**config.mk**
```make
export PLATFORM = sky130hd
export DESIGN_NAME = keypad_entry_debouncer
export DESIGN_NICKNAME = d
export VERILOG_FILES = /design/src/rtl/keypad_entry_debouncer.sv
export SDC_FILE = /design/constraint.sdc
export NUM_CORES = 1
export LEC_CHECK = 0
export ABC_CLOCK_PERIOD_IN_PS = 3670
export CAP_MARGIN = 30
export CORE_ASPECT_RATIO = 1.1
export CORE_UTILIZATION = 60
export CTS_BUF_LIST = sky130_fd_sc_hd__clkbuf_4
export DETAILED_ROUTE_END_ITERATION = 6
export PLACE_DENSITY = 0.83
export RECOVER_POWER = 100
export SKIP_LAST_GASP = 1
export SLEW_MARGIN = 10
export SYNTH_ARGS = -nofsm -noshare
export SYNTH_HDL_FRONTEND = slang
export SYNTH_SLANG_ARGS = --single-unit
```
**constraint.sdc**
```tcl
create_clock -name clock -period 3.67 [get_ports clock]
set_input_delay 0.5505 -clock clock [delete_from_list [all_inputs] [get_ports clock]]
set_output_delay 0.5505 -clock clock [all_outputs]
set_load 0.01 [all_outputs]
```
**src/rtl/keypad_entry_debouncer.sv**
```systemverilog
// Keypad front end for microwave time entry: synchronise, debounce, priority-encode, one load strobe per press.
// Optional build macro KEYPAD_MULTIKEY_REJECT_EN rejects presses with more than one key down.
module keypad_entry_debouncer #(
    parameter int DEBOUNCE_CYCLES = 4,
    parameter int CNT_W           = 16
) (
    input  logic       clock,
    input  logic       clearn,
    input  logic [9:0] keypad,
    input  logic       enable,
    output logic [3:0] d,
    output logic       loadn,
    output logic       busy
);

    localparam logic [1:0] ST_IDLE     = 2'd0;
    localparam logic [1:0] ST_DEBOUNCE = 2'd1;
    localparam logic [1:0] ST_LOAD     = 2'd2;
    localparam logic [1:0] ST_WAIT_REL = 2'd3;

    localparam logic [CNT_W-1:0] CNT_LAST = CNT_W'(DEBOUNCE_CYCLES - 1);
    localparam logic [CNT_W-1:0] CNT_ZERO = {CNT_W{1'b0}};
    localparam logic [CNT_W-1:0] CNT_ONE  = CNT_W'(1);

    // Lowest set bit wins; an all-zero vector encodes as digit 0.
    function automatic logic [3:0] lowest_index(input logic [9:0] v);
        logic [3:0] idx;
        idx = 4'd0;
        for (int i = 9; i >= 0; i--) begin
            idx = v[i] ? 4'(i) : idx;
        end
        return idx;
    endfunction

    function automatic logic is_onehot(input logic [9:0] v);
        return (v != 10'd0) && ((v & (v - 10'd1)) == 10'd0);
    endfunction

    logic [9:0]       sync1_r;
    logic [9:0]       ks_r;
    logic [1:0]       state_r;
    logic [1:0]       state_nxt_s;
    logic [CNT_W-1:0] cnt_r;
    logic [CNT_W-1:0] cnt_nxt_s;
    logic [9:0]       kv_r;
    logic [9:0]       kv_nxt_s;
    logic [3:0]       d_r;
    logic [3:0]       d_nxt_s;
    logic             loadn_r;
    logic             loadn_nxt_s;
    logic             busy_r;
    logic             busy_nxt_s;
    logic             accept_s;
    logic             multi_s;

    // Two-flop synchroniser for the asynchronous keypad lines.
    always_ff @(posedge clock or negedge clearn) begin
        if (!clearn) begin
            sync1_r <= 10'd0;
            ks_r    <= 10'd0;
        end else begin
            sync1_r <= keypad;
            ks_r    <= sync1_r;
        end
    end

`ifdef KEYPAD_MULTIKEY_REJECT_EN
    // Only a single key may start a press; a vector with several keys is a multi-press.
    always_comb begin
        accept_s = is_onehot(ks_r);
        multi_s  = (ks_r != 10'd0) && !is_onehot(ks_r);
    end
`else
    // Any non-zero vector may start a press; the lowest digit is loaded.
    always_comb begin
        accept_s = (ks_r != 10'd0);
        multi_s  = 1'b0;
    end
`endif

    // Next-state logic: a press must hold its exact vector for the whole debounce window.
    always_comb begin
        state_nxt_s = state_r;
        cnt_nxt_s   = cnt_r;
        kv_nxt_s    = kv_r;
        case (state_r)
            ST_IDLE: begin
                if (accept_s && !enable) begin
                    kv_nxt_s    = ks_r;
                    cnt_nxt_s   = CNT_ZERO;
                    state_nxt_s = ST_DEBOUNCE;
                end else begin
                    state_nxt_s = ST_IDLE;
                end
            end
            ST_DEBOUNCE: begin
                if (ks_r != kv_r) begin
                    cnt_nxt_s   = CNT_ZERO;
                    state_nxt_s = multi_s ? ST_WAIT_REL : ST_IDLE;
                end else if (enable) begin
                    cnt_nxt_s   = CNT_ZERO;
                    state_nxt_s = ST_WAIT_REL;
                end else if (cnt_r == CNT_LAST) begin
                    cnt_nxt_s   = CNT_ZERO;
                    state_nxt_s = ST_LOAD;
                end else begin
                    cnt_nxt_s   = cnt_r + CNT_ONE;
                end
            end
            ST_LOAD: begin
                cnt_nxt_s   = CNT_ZERO;
                state_nxt_s = ST_WAIT_REL;
            end
            ST_WAIT_REL: begin
                if (ks_r != 10'd0) begin
                    cnt_nxt_s = CNT_ZERO;
                end else if (cnt_r == CNT_LAST) begin
                    cnt_nxt_s   = CNT_ZERO;
                    state_nxt_s = ST_IDLE;
                end else begin
                    cnt_nxt_s = cnt_r + CNT_ONE;
                end
            end
            default: begin
                cnt_nxt_s   = CNT_ZERO;
                kv_nxt_s    = 10'd0;
                state_nxt_s = ST_IDLE;
            end
        endcase
    end

    // Outputs are computed from the next state so they line up with the LOAD cycle itself.
    always_comb begin
        loadn_nxt_s = (state_nxt_s != ST_LOAD);
        busy_nxt_s  = (state_nxt_s != ST_IDLE);
        if (state_nxt_s == ST_LOAD) begin
            d_nxt_s = lowest_index(kv_r);
        end else begin
            d_nxt_s = d_r;
        end
    end

    // State, counter, captured vector and registered outputs.
    always_ff @(posedge clock or negedge clearn) begin
        if (!clearn) begin
            state_r <= ST_IDLE;
            cnt_r   <= CNT_ZERO;
            kv_r    <= 10'd0;
            d_r     <= 4'd0;
            loadn_r <= 1'b1;
            busy_r  <= 1'b0;
        end else begin
            state_r <= state_nxt_s;
            cnt_r   <= cnt_nxt_s;
            kv_r    <= kv_nxt_s;
            d_r     <= d_nxt_s;
            loadn_r <= loadn_nxt_s;
            busy_r  <= busy_nxt_s;
        end
    end

    assign d     = d_r;
    assign loadn = loadn_r;
    assign busy  = busy_r;

    keypad_entry_debouncer_checker u_checker (
        .clock  (clock),
        .clearn (clearn),
        .loadn  (loadn_r),
        .busy   (busy_r)
    );

endmodule

// Protocol properties of the load strobe.
module keypad_entry_debouncer_checker (
    input logic clock,
    input logic clearn,
    input logic loadn,
    input logic busy
);

    a_single_cycle_strobe: assert property (@(posedge clock) disable iff (!clearn) !loadn |=> loadn);
    a_strobe_implies_busy: assert property (@(posedge clock) disable iff (!clearn) !loadn |-> busy);

endmodule

```
# Yosys cells after proc, flatten, opt, wreduce, memory -nomap -nowiden
# Index checks and enable logic that the tools add are counted.
# Widths: inputs -> output; s select.
dict set report classes {
  n_addsub 1
  multipliers 0
  div_mod_pow 0
  n_lt_le_gt_ge 0
  n_eq_ne 8
  n_shift 0
  mux 23
  bitwise_logic 0
  n_reduce_logical 6
}
# operator count
set op_table {}
lappend op_table {{$mux 16} 5}
lappend op_table {{$pmux 16 s4} 1}
lappend op_table {{$mux 4} 10}
lappend op_table {{$add 16x1->16 const B} 1}
lappend op_table {{$eq 16x2->1 const B} 1}
lappend op_table {{$mux 2} 5}
lappend op_table {{$ne 10x10->1} 1}
lappend op_table {{$reduce_bool 10->1} 1}
lappend op_table {{$pmux 2 s4} 1}
lappend op_table {{$eq 2x2->1 const B} 3}
lappend op_table {{$ne 2x2->1 const B} 2}
lappend op_table {{$eq 2x1->1 const B} 1}
lappend op_table {{$logic_not 2->1} 1}
lappend op_table {{$reduce_and 2->1} 1}
lappend op_table {{$reduce_bool 2->1} 1}
lappend op_table {{$logic_and 1x1->1} 1}
lappend op_table {{$logic_not 1->1} 1}
lappend op_table {{$mux 1} 1}
dict set report word_totals {
  reg_bits 54
  latch_bits 0
  ram_bits 0
  mem_bits_ro 0
  out_inout_bits 6
  elab_cells 46
  n_memories 0
}

# Depth between registers and ports, before layout
dict set report logic_depth {
  ltp_word 10
  mapped_depth 8
  depth_no_buf 6
}

# Least setup slack after synthesis
# OpenSTA, ideal clock, no wires.
dict set report synth_path {
  path_kind {register to register}
  start {reg cnt_r[0]}
  end {reg cnt_r[14]}
  setup_ps 69
  arrival_time_ps 2048
  setup_slack_ps 1553
  stages_incl_launch_ff 7
  n_path_buf 0
  synth_period_minus_slack_ps 2117
  cell_sequence {dfrtp_1 ha_1 and3_1 or3b_1 or3_1 or4b_1 nand3_1}
}
dict set report synth_via {
  elab_chain_len 5
}
# element line_no
set synth_lines {}
lappend synth_lines {{from (decl)} 43} ;# logic [CNT_W-1:0] cnt_r;
lappend synth_lines {{from (signal assigned)} 154} ;# cnt_r <= cnt_nxt_s;
lappend synth_lines {{$add 16x1->16 / $eq 16x2->1 (equally long branches)} -}
lappend synth_lines {{$mux 16 (*)} {103, 117}}
lappend synth_lines {{$mux 16} 100} ;# end else if (enable) begin
lappend synth_lines {{$mux 16} 97} ;# if (ks_r != kv_r) begin
lappend synth_lines {{$pmux 16 s4 (*)} 86} ;# case (state_r)
# Every way passes the cells marked *; elsewhere a longest branch is shown, timed or not.
# A chain may end at the register's enable or synchronous reset.

# Worst setup path in the final report
dict set report layout_path {
  start {reg cnt_r[0]}
  end {reg cnt_r[10]}
}
# The elaborated chain is that of the path after synthesis.

==> impl_metrics.ini <==
[run_status]
status = complete, but fails checks
violations = capacitance limit, slew limit

[power_and_ir_drop]
ir_drop_mv = 0.3189
power_density_nw_per_um2 = 410.8
power_frac_seq_pct = 61.8
power_leakage_nw = 1.117
combPwrFrac_pct = 12.8
switchingPower_mw = 0.3173
power.share.switching_pct = 28.90
clkPwrFrac_pct = 25.3
p_int_mw = 0.7806

[timing]
fmax_ghz = 0.3873
relSlewSlack_pct = -29.11
setup_violations = 0
min_period_ns = 2.582
maxSlewViolCount = 39
finalSetupTns_ns = 0
worst_pin_slew_ns = 1.937
grt_setup_unrepaired = no
post-route-period-util_pct = 70.36
hold_viol_final = 0
fin_worst_skew_ns = 0.01137

[global_route]
grt_pass1_wl_um = 7679
overflow = 0
antenna_found_initial = 0
grt_max_degree = 39
grt_usage_pct = 24.09
grt_pass1_vias = 1641

[logic_synthesis]
synthTopCellsByArea = dfrtp_1, mux2_2, a31oi_1
ys_warn_count = 0
syn-num-nets = 230
synth_top_area_share_pct = 55.61
synth_commonest_cells = dfrtp_1, a31oi_1, nor2_1, nand4_1
ys_types = 37
synth_seq_cells = 54
synth_cells = 216
syn_avg_cell_area_um2 = 11.04
yosys.area.top_type = dfrtp_1
async_flop_share_pct = 100.0
syn_area_um2 = 2385
synth_edf_count = 0
synth_most_common_cell = dfrtp_1
synth_top_flop_cell = dfrtp_1
synth_seq_area_share_pct = 56.72

[cts]
clock-sinks = 54
cts_buffer_depth = 2
cts_hold_buf = 0
root_buffer = clkbuf_4
cts_htree_levels = 2
insertion_delay_ns = 0.38
clk_pin_slew_ns = 0.16
cts_buffers = 5
cts_resized = 0
post-cts-setup-buffer-count = 0
cts_tree = done

[setup_path]
cp-start-kind = flip-flop
endpoint = cnt_r[10]
critPathTopFamily = simple AND/OR/NAND/NOR gates
rr_worst_depth = 6
required_ns = 3.96
cp_num_buf_inv = 0
path_class = flip-flop to flip-flop
crit_fanout = 24
crit_arrival_ns = 2.87
critPathCaptureType = flip-flop
slowest_delay_ns = 0.93
r2r_end = cnt_r[10]
reg2reg_from = cnt_r[0]
path_depth = 6
critPathSlowestCell = and2_0
r2r_setup_slack_ns = 1.09
path_cells = ha_1 -> nor4b_1 -> nand4_1 -> and2_0 -> a41oi_1 -> a31oi_1
startpoint = cnt_r[0]

[routing]
wl_per_cell_um = 15.63
vias = 1744
drt-met1-wl_um = 2113
dr_wl_met3_um = 154
top_layer_used = met4
dr.first_iter.drc_count = 165
wl_met2_um = 2098
vias_per_cell = 6.098
drc = 0
ant_nets = 0
drt-total-wl_um = 4471
dr.pass1.iters = 4

[final_layout]
fin_area_um2 = 2673
final_util_pct = 71.99
layout.cells.non_filler = 286
antenna_cells = 0
layout.nets = 249
drive_gt1_share_pct = 10.17
fillers = 253
area_growth_pct = 12.07

[placed_design]
place.gp.congestion = 0.9249
placed_cell_area_um2 = 2615
place.port_buffers = 18
dp_hpwl_um = 3048
dp.cells = 278

[floorplan]
row_count = 23
core-area_um2 = 3712
pin_count = 19
fp.dieW_um = 62.11
fp.dieArea_um2 = 4231
die_h_um = 68.12
start_util_pct = 64.24

[job]
max-cap-violations = 1

[min_path]
hold_path.class = flip-flop to flip-flop
cell families (layout without fill, tap and decap cells):
kind of cell | Yosys count | in the layout | synth area share (%)
mux | 12 | 12 | 5.666
buf+inv | 13 | 33 | 2.361
simple gates | 88 | 88 | 20.30
flops | 54 | 54 | 56.72
xor+xnor | 12 | 12 | 4.407
fa+ha+maj | 1 | 1 | 0.5246
compound gates | 36 | 36 | 10.02
final cells by class:
class | count | area [um2] | share of cell area (%)
Clock buffer | 5 | 37.54 | 1.404
Clock inverter | 3 | 28.78 | 1.077
Inverter | 4 | 15.01 | 0.5618
Multi-Input combinational cell | 149 | 987.2 | 36.94
Sequential cell | 54 | 1353 | 50.61
Tap cell | 50 | 62.56 | 2.341
Timing Repair Buffer | 21 | 188.9 | 7.069
through the flow:
step                hold slack [ns]  setup slack, ns  power [mW]
floorplan                    0.2549            1.553      0.7738
finish                       0.3689            1.088       1.098
global placement             0.3314            1.349      0.8229
global route                 0.3787           0.8214       1.156
detailed placement           0.3358            1.312      0.8314
CTS                          0.2646            1.374       1.111
power by group through the flow:
stage               Combinational (mW)  Sequential [mW]  Clock [mW]
floorplan                       0.0996            0.674           0
global placement                 0.138            0.685           0
detailed placement               0.143            0.688           0
CTS                              0.145            0.677       0.289
global route                     0.155            0.685       0.315
finish                           0.141            0.679       0.278
cells in the final DEF (no fill, tap or decap), types with 3 or more instances in the layout:
cell type	instances
clkbuf_1	3
dfrtp_1	53
a21oi_1	4
nand3b_1	7
and3_1	3
nand3_1	12
a31oi_1	19
clkbuf_4	5
nor3_1	7
inv_1	4
nor4_1	6
xnor2_1	11
mux2_2	12
nand4_1	13
dlygate4sd3_1	16
nand2_1	12
o21ai_0	6
nor2_1	15
sequential cells by signal, indices dropped and copies added (netlist names):
signal	cells
state_r	2
kv_r	10
loadn	1
cnt_r	16
busy	1
d	4
ks_r	10
sync1_r	10
worst min-delay path by stage:
stage	depth (start not counted)	start	to	slack, ns
after global placement	0	sync1_r[0]	ks_r[0]	0.33
after detailed placement	0	sync1_r[5]	ks_r[5]	0.34
after global routing	0	sync1_r[0]	ks_r[0]	0.38
final	0	sync1_r[3]	ks_r[3]	0.37
after CTS	1	clearn	d[3]	0.26
after floorplan	0	clearn	busy	0.25
layer usage:
metal  up-vias  global-route usage [%]
met5         -                       0
met4         0                   12.79
met3        13                   3.667
met2        50                   40.38
met1       839                   30.91
li1        842                       -
Power figures use the tool's default switching activity.
